[src/rtl/llc_pwm_gen_pkg.sv]
// llc_pwm_gen_pkg: shared types, default timing constants and clamp helper for the LLC PWM block
package llc_pwm_gen_pkg;
    localparam int CNT_W = 12;
    typedef logic [CNT_W-1:0] cnt_t;
    localparam cnt_t ONE         = cnt_t'(1);
    localparam cnt_t CNT_MIN_DEF = cnt_t'(416);
    localparam cnt_t CNT_MAX_DEF = cnt_t'(625);
    localparam cnt_t DEAD_DEF    = cnt_t'(25);
    localparam cnt_t SS_STEP     = cnt_t'(1);
    typedef enum logic [2:0] {IDLE, DEAD_A, HIGH_A, DEAD_B, HIGH_B} state_e;
    function automatic cnt_t clamp(input cnt_t x, input cnt_t lo, input cnt_t hi);
        return x < lo ? lo : (x > hi ? hi : x);
    endfunction
endpackage

[src/rtl/llc_pwm_gen_if.sv]
// llc_pwm_gen_if: run request / period command in, gate drive and status pulses out
interface llc_pwm_gen_if;
    import llc_pwm_gen_pkg::*;
    logic en;
    cnt_t cnt_period;
    logic pwm_a;
    logic pwm_b;
    logic adc_trig;
    logic period_start;
    logic active;
    modport master (output en, cnt_period, input pwm_a, pwm_b, adc_trig, period_start, active);
    modport slave  (input en, cnt_period, output pwm_a, pwm_b, adc_trig, period_start, active);
endinterface

[src/rtl/llc_pwm_gen_filter.sv]
// llc_pwm_gen_filter: two-flop capture of the slow period command; shadow takes the clamped value once stable
module llc_pwm_gen_filter
    import llc_pwm_gen_pkg::*;
#(
    parameter cnt_t CNT_MIN = CNT_MIN_DEF,
    parameter cnt_t CNT_MAX = CNT_MAX_DEF
) (
    input  logic clk,
    input  logic rstp,
    input  cnt_t cnt_i,
    output cnt_t shadow_o
);
    cnt_t s1_q, s2_q, shadow_q;
    always_ff @(posedge clk or posedge rstp) begin
        if (rstp) begin
            s1_q     <= '0;
            s2_q     <= '0;
            shadow_q <= CNT_MIN;
        end else begin
            s1_q <= cnt_i;
            s2_q <= s1_q;
            if (s1_q == s2_q) shadow_q <= clamp(s2_q, CNT_MIN, CNT_MAX);
        end
    end
    assign shadow_o = shadow_q;
endmodule

[src/rtl/llc_pwm_gen.sv]
// llc_pwm_gen: complementary 50% LLC half-bridge drive with fixed deadtime and mid-HIGH_A ADC trigger.
// Define SOFT_START_EN to ramp the period up from CNT_MIN after each start.
module llc_pwm_gen
    import llc_pwm_gen_pkg::*;
#(
    parameter cnt_t CNT_MIN = CNT_MIN_DEF,
    parameter cnt_t CNT_MAX = CNT_MAX_DEF,
    parameter cnt_t DEAD    = DEAD_DEF
) (
    input  logic clk,
    input  logic rstp,
    llc_pwm_gen_if.slave bus
);
    state_e state_q, state_d;
    cnt_t   cnt_q, cnt_d, p_q, p_d, half_a_q, half_a_d, half_b_q, half_b_d;
    cnt_t   shadow, len, p_next;
    logic   last, load, adc_d;
    logic   pwm_a_q, pwm_b_q, adc_trig_q, period_start_q, active_q;

    llc_pwm_gen_filter #(.CNT_MIN(CNT_MIN), .CNT_MAX(CNT_MAX)) u_filter (
        .clk      (clk),
        .rstp     (rstp),
        .cnt_i    (bus.cnt_period),
        .shadow_o (shadow)
    );

    always_comb begin
        len  = state_q == HIGH_A ? half_a_q - DEAD : state_q == HIGH_B ? half_b_q - DEAD : DEAD;
        last = cnt_q == len - ONE;
        case (state_q)
            IDLE:    state_d = bus.en ? DEAD_A : IDLE;
            DEAD_A:  state_d = last ? HIGH_A : DEAD_A;
            HIGH_A:  state_d = last ? DEAD_B : HIGH_A;
            DEAD_B:  state_d = last ? HIGH_B : DEAD_B;
            HIGH_B:  state_d = last ? (bus.en ? DEAD_A : IDLE) : HIGH_B;
            default: state_d = IDLE;
        endcase
        load  = state_d == DEAD_A && state_q != DEAD_A;
        cnt_d = state_d != state_q || state_q == IDLE ? '0 : cnt_q + ONE;
`ifdef SOFT_START_EN
        p_next = state_q == IDLE ? CNT_MIN : (p_q + SS_STEP < shadow ? p_q + SS_STEP : shadow);
`else
        p_next = shadow;
`endif
        // the period and its halves only change at a period boundary
        p_d      = load ? p_next : p_q;
        half_a_d = load ? p_next >> 1 : half_a_q;
        half_b_d = load ? p_next - (p_next >> 1) : half_b_q;
        adc_d    = state_d == HIGH_A && cnt_d == (half_a_q - DEAD) >> 1;
    end

    always_ff @(posedge clk or posedge rstp) begin
        if (rstp) begin
            state_q        <= IDLE;
            cnt_q          <= '0;
            p_q            <= CNT_MIN;
            half_a_q       <= CNT_MIN >> 1;
            half_b_q       <= CNT_MIN - (CNT_MIN >> 1);
            pwm_a_q        <= 1'b0;
            pwm_b_q        <= 1'b0;
            adc_trig_q     <= 1'b0;
            period_start_q <= 1'b0;
            active_q       <= 1'b0;
        end else begin
            state_q        <= state_d;
            cnt_q          <= cnt_d;
            p_q            <= p_d;
            half_a_q       <= half_a_d;
            half_b_q       <= half_b_d;
            pwm_a_q        <= state_d == HIGH_A;
            pwm_b_q        <= state_d == HIGH_B;
            adc_trig_q     <= adc_d;
            period_start_q <= load;
            active_q       <= state_d != IDLE;
        end
    end

    assign bus.pwm_a        = pwm_a_q;
    assign bus.pwm_b        = pwm_b_q;
    assign bus.adc_trig     = adc_trig_q;
    assign bus.period_start = period_start_q;
    assign bus.active       = active_q;
endmodule

[src/flat_wrapper.sv]
// flat-port wrapper written by rule: the top's interface ports become plain ports
module llc_pwm_gen_flat import llc_pwm_gen_pkg::*;
#(
    parameter cnt_t CNT_MIN = CNT_MIN_DEF,
    parameter cnt_t CNT_MAX = CNT_MAX_DEF,
    parameter cnt_t DEAD    = DEAD_DEF
)
  (clk, rstp, bus_en, bus_cnt_period, bus_pwm_a, bus_pwm_b, bus_adc_trig, bus_period_start, bus_active);
  llc_pwm_gen_if bus_i ();
  input  logic clk;
  input  logic rstp;
  input wire logic [$bits(bus_i.en)-1:0] bus_en;
  input wire logic [$bits(bus_i.cnt_period)-1:0] bus_cnt_period;
  output wire logic [$bits(bus_i.pwm_a)-1:0] bus_pwm_a;
  output wire logic [$bits(bus_i.pwm_b)-1:0] bus_pwm_b;
  output wire logic [$bits(bus_i.adc_trig)-1:0] bus_adc_trig;
  output wire logic [$bits(bus_i.period_start)-1:0] bus_period_start;
  output wire logic [$bits(bus_i.active)-1:0] bus_active;
  assign bus_i.en = bus_en;
  assign bus_i.cnt_period = bus_cnt_period;
  assign bus_pwm_a = bus_i.pwm_a;
  assign bus_pwm_b = bus_i.pwm_b;
  assign bus_adc_trig = bus_i.adc_trig;
  assign bus_period_start = bus_i.period_start;
  assign bus_active = bus_i.active;
  llc_pwm_gen #(.CNT_MIN(CNT_MIN), .CNT_MAX(CNT_MAX), .DEAD(DEAD)) u_core (.clk(clk), .rstp(rstp), .bus(bus_i));
endmodule
[config.mk]
export PLATFORM = sky130hd
export DESIGN_NAME = llc_pwm_gen_flat
export DESIGN_NICKNAME = d
export VERILOG_FILES = /design/src/rtl/llc_pwm_gen_pkg.sv /design/src/rtl/llc_pwm_gen_if.sv /design/src/rtl/llc_pwm_gen_filter.sv /design/src/rtl/llc_pwm_gen.sv /design/src/flat_wrapper.sv
export SDC_FILE = /design/constraint.sdc
export NUM_CORES = 1
export LEC_CHECK = 0
export ABC_CLOCK_PERIOD_IN_PS = 9030
export BUFFER_PORTS_ARGS = -buffer_cell sky130_fd_sc_hd__buf_4
export CORE_MARGIN = 5
export CORE_UTILIZATION = 65
export DETAILED_ROUTE_END_ITERATION = 12
export PLACE_DENSITY = 0.81
export SETUP_SLACK_MARGIN = 0.3
export SYNTH_ARGS = -nofsm -noshare
export SYNTH_HDL_FRONTEND = slang
export SYNTH_SLANG_ARGS = --single-unit
[constraint.sdc]
create_clock -name clk -period 9.03 [get_ports clk]
set_input_delay 1.806 -clock clk [delete_from_list [all_inputs] [get_ports clk]]
set_output_delay 1.806 -clock clk [all_outputs]
set_load 0.005 [all_outputs]
==> run metrics <==
main combinational cell family by area after synthesis=simple AND/OR/NAND/NOR gates; setup bufs post-CTS=0; most frequent cells in the layout=70 x dfrtp_1, 34 x inv_1, 31 x nand2_1, 31 x xnor2_1, 30 x xor2_1; setup TNS=0 ns; Synth Area per Inst=9.72 sq um; RSZ-0062 raised after global routing=no; Pwr Density=212 mW/mm^2; period utilization=52.5%; min Tclk post-route=4.74 ns; Root Buffer=clkbuf_8; Clock Sinks=79; Total Routed Length=10.1 mm; Hold-fix buffers, CTS=0; first-pass GRT wire length=17.2 mm; final hold vios=0; GR Util All Layers=24.9%; Via density=6.20; CTS Buf Count=9; Syn Inst Count=482; fmax=0.211 GHz; Post-synth EDFFs=0; # IOs=20; Mapped Nets=513; post-synthesis mux area share=1.34%; vias in the first global route=3,564; CTS max path bufs=2; Net Sw Power=0.000390 W; ys async rst share=100%; Worst-Margin Slew=0.951 ns; post-synthesis adder-cell area fraction=4.43%; Primary FF master, synth=dfrtp_1; synthesized cell area=0.00468 sq mm; dpl cells=585; Rows=31; most common cell after layout, fill and taps aside=dfrtp_1; Required @ worst endpoint=9.30 ns; residual DRC count=0; initial antenna violation count=0; core area=0.00714 sq mm; Slew HR=36.6%; via count=3,729; layout cells sized above 1=15.3%; fin nets=528; Clock Power Share=26.2%; Power Total=0.00108 W; die width=94.9 um; die footprint=0.00901 sq mm; sequential-to-total area share from yosys stat=42.4%; Antenna Violating Nets Remaining=0; startpoint types=flop; CP Capture Type=flop; top-area cell type share of the netlist area=37.4%; setup violators final=0; Ant. Diodes=0; Gate power share=31.0%; port bufs=19; Detail Placement HPWL=7.45 mm; area grow syn2layout=8.52%; Yosys Warn Count=0; drt first pass iters=6; CP Class=flop to flop; post-synth cell types=67; run status=finished, final reports clean; post-CTS sizing=0; Lkg Pwr=2.23 nW; Worst-path clk slew=0.09 ns; CTS tree=built; Crit path arrival time=5.01 ns; gr ovfl total=0; routed len/inst=16.8 um; Max Cap Violations=0; clock insertion delay at the later pin of the skew report=0.37 ns; Compound-Gate Fraction of Synth Area=16.7%; Int Power=0.000687 W; Yosys reg bits=79; Synth Area in XOR/XNOR=11.9%; Reg power frac=42.8%; Non-Filler Instances=601; dominant cell type by area after synthesis=dfrtp_1; top cells by area, synth=dfrtp_1 37%, xnor2_1 5.8%, xor2_1 5.6%, dfstp_2 5.0%, ha_1 4.0%; VDD IR max=0.000140 V; # H-tree levels=3; Final Max Slew Viols=0; simple-gate share of the synthesized area=18.0%; crit-path max FO=14; Sw Share=36.2%; Die Y=94.9 um; starting density of the core=65.6%; Clock Skew=0.0129 ns; hold crit path type=flop to flop; DRT iter0 DRCs=327; largest net degree at the start of global routing=80; placer congestion estimate=0.918
## registers in the layout (all words and copies together), names as in the netlist, 3 cells and up
signal and flops:
u_core.u_filter.s1_q 12, u_core.half_b_q 12, u_core.state_q 3, u_core.u_filter.s2_q 12, u_core.cnt_q 12, u_core.half_a_q 11, u_core.u_filter.shadow_o 12
## power groups by stage
stage | logic [W] | clock network [W] | registers (W)
global route | 0.000364 | 0.000303 | 0.000467
finish | 0.000333 | 0.000282 | 0.000461
global placement | 0.000318 | 0 | 0.000465
floorplan | 0.000282 | 0 | 0.000441
CTS | 0.000331 | 0.000287 | 0.000460
detailed placement | 0.000327 | 0 | 0.000466
## cell families (layout without fill, tap and decap cells)
group / Yosys count / after routing
AO/OA/AOI/OAI: 110 / 110
XOR/XNOR: 62 / 62
adder cells (fa/ha/maj): 16 / 16
buffers and inverters: 53 / 73
flip-flops: 79 / 79
multiplexers: 6 / 6
AND/OR/NAND/NOR: 156 / 156
## worst paths after layout
kind / start / endpoint / slack, ns / cells after the start
worst max-delay path: u_core.state_q[2]$_DFF_PP0_ / u_core.bus.adc_trig$_DFF_PP0_ / 4.29 / 10
worst min-delay path: u_core.u_filter.s1_q[3]$_DFF_PP0_ / u_core.u_filter.s2_q[3]$_DFF_PP0_ / 0.40 / 0
worst max register to register: u_core.state_q[2]$_DFF_PP0_ / u_core.bus.adc_trig$_DFF_PP0_ / 4.29 / 10
worst min register to register: u_core.u_filter.s1_q[3]$_DFF_PP0_ / u_core.u_filter.s2_q[3]$_DFF_PP0_ / 0.40 / 0
max in group asynchronous: rstp / u_core.half_b_q[10]$_DFFE_PP0P_ / 6.69 / 3
min in group asynchronous: rstp / u_core.u_filter.s1_q[0]$_DFF_PP0_ / 1.72 / 3
## cells in the mapped netlist (all sizes together) (2+ instances only)
cell	number
o31ai	7
a31oi	10
a211o	4
xnor2	31
clkbuf	8
a21o	4
or4b	2
o311a	2
dfstp	9
o22ai	5
a22o	4
or4	4
mux2i	4
or3b	3
and3	13
xor2	30
nor4	9
mux2	2
buf	10
a311oi	3
a32o	3
a22oi	3
o211ai	2
nor3	15
nand3b	2
dfrtp	70
ha	15
nand4	2
nand2b	7
nand2	36
inv	35
or3	5
nor2b	3
o21ai	35
nor4b	2
a211oi	4
nor3b	5
and2	3
nand3	11
nor2	31
a21oi	13
## worst max-delay path, cell delays in order (launching register included)
cell and delay, ns:
dfrtp_1 0.59, nor3b_1 0.67, o21ai_0 0.39, a2111oi_0 0.84
nand4b_1 0.18, a211oi_1 0.28, nor3_1 0.11, or3_1 0.53
mux2i_1 0.18, or4b_2 0.68, nor4_1 0.19
## routing by layer
metal  vias up  wire length [um]  track usage [%]
met5         -                 0                0
met4         0               259             9.50
met3        26               542             5.02
met2       142              5030             41.0
met1      1804              4250             32.3
li1       1757                 -                -
## per-stage QoR
stage / setup WS (ns) / hold WS (ns) / cell area [sq um] / util (%)
floorplan: 4.85 / 0.372 / 4680 / -
global placement: 4.61 / 0.376 / 4870 / 68.2
detailed placement: 4.48 / 0.378 / 4870 / 68.2
CTS: 4.48 / 0.398 / 5080 / 71.2
global route: 4.08 / 0.409 / 5080 / 71.2
finish: 4.29 / 0.396 / 5080 / 71.2
## final cells by class
| cell class | instances | area (sq um) |
|---|---|---|
| multi-input combinational | 350 | 2460 |
| fill | 546 | 2050 |
| sequential | 79 | 1990 |
| timing repair buffer | 22 | 165 |
| clock buffer | 10 | 138 |
| inverter | 35 | 133 |
| tap | 99 | 124 |
| clock inverter | 6 | 76.3 |
No activity file was read; power rests on OpenSTA's default activity.
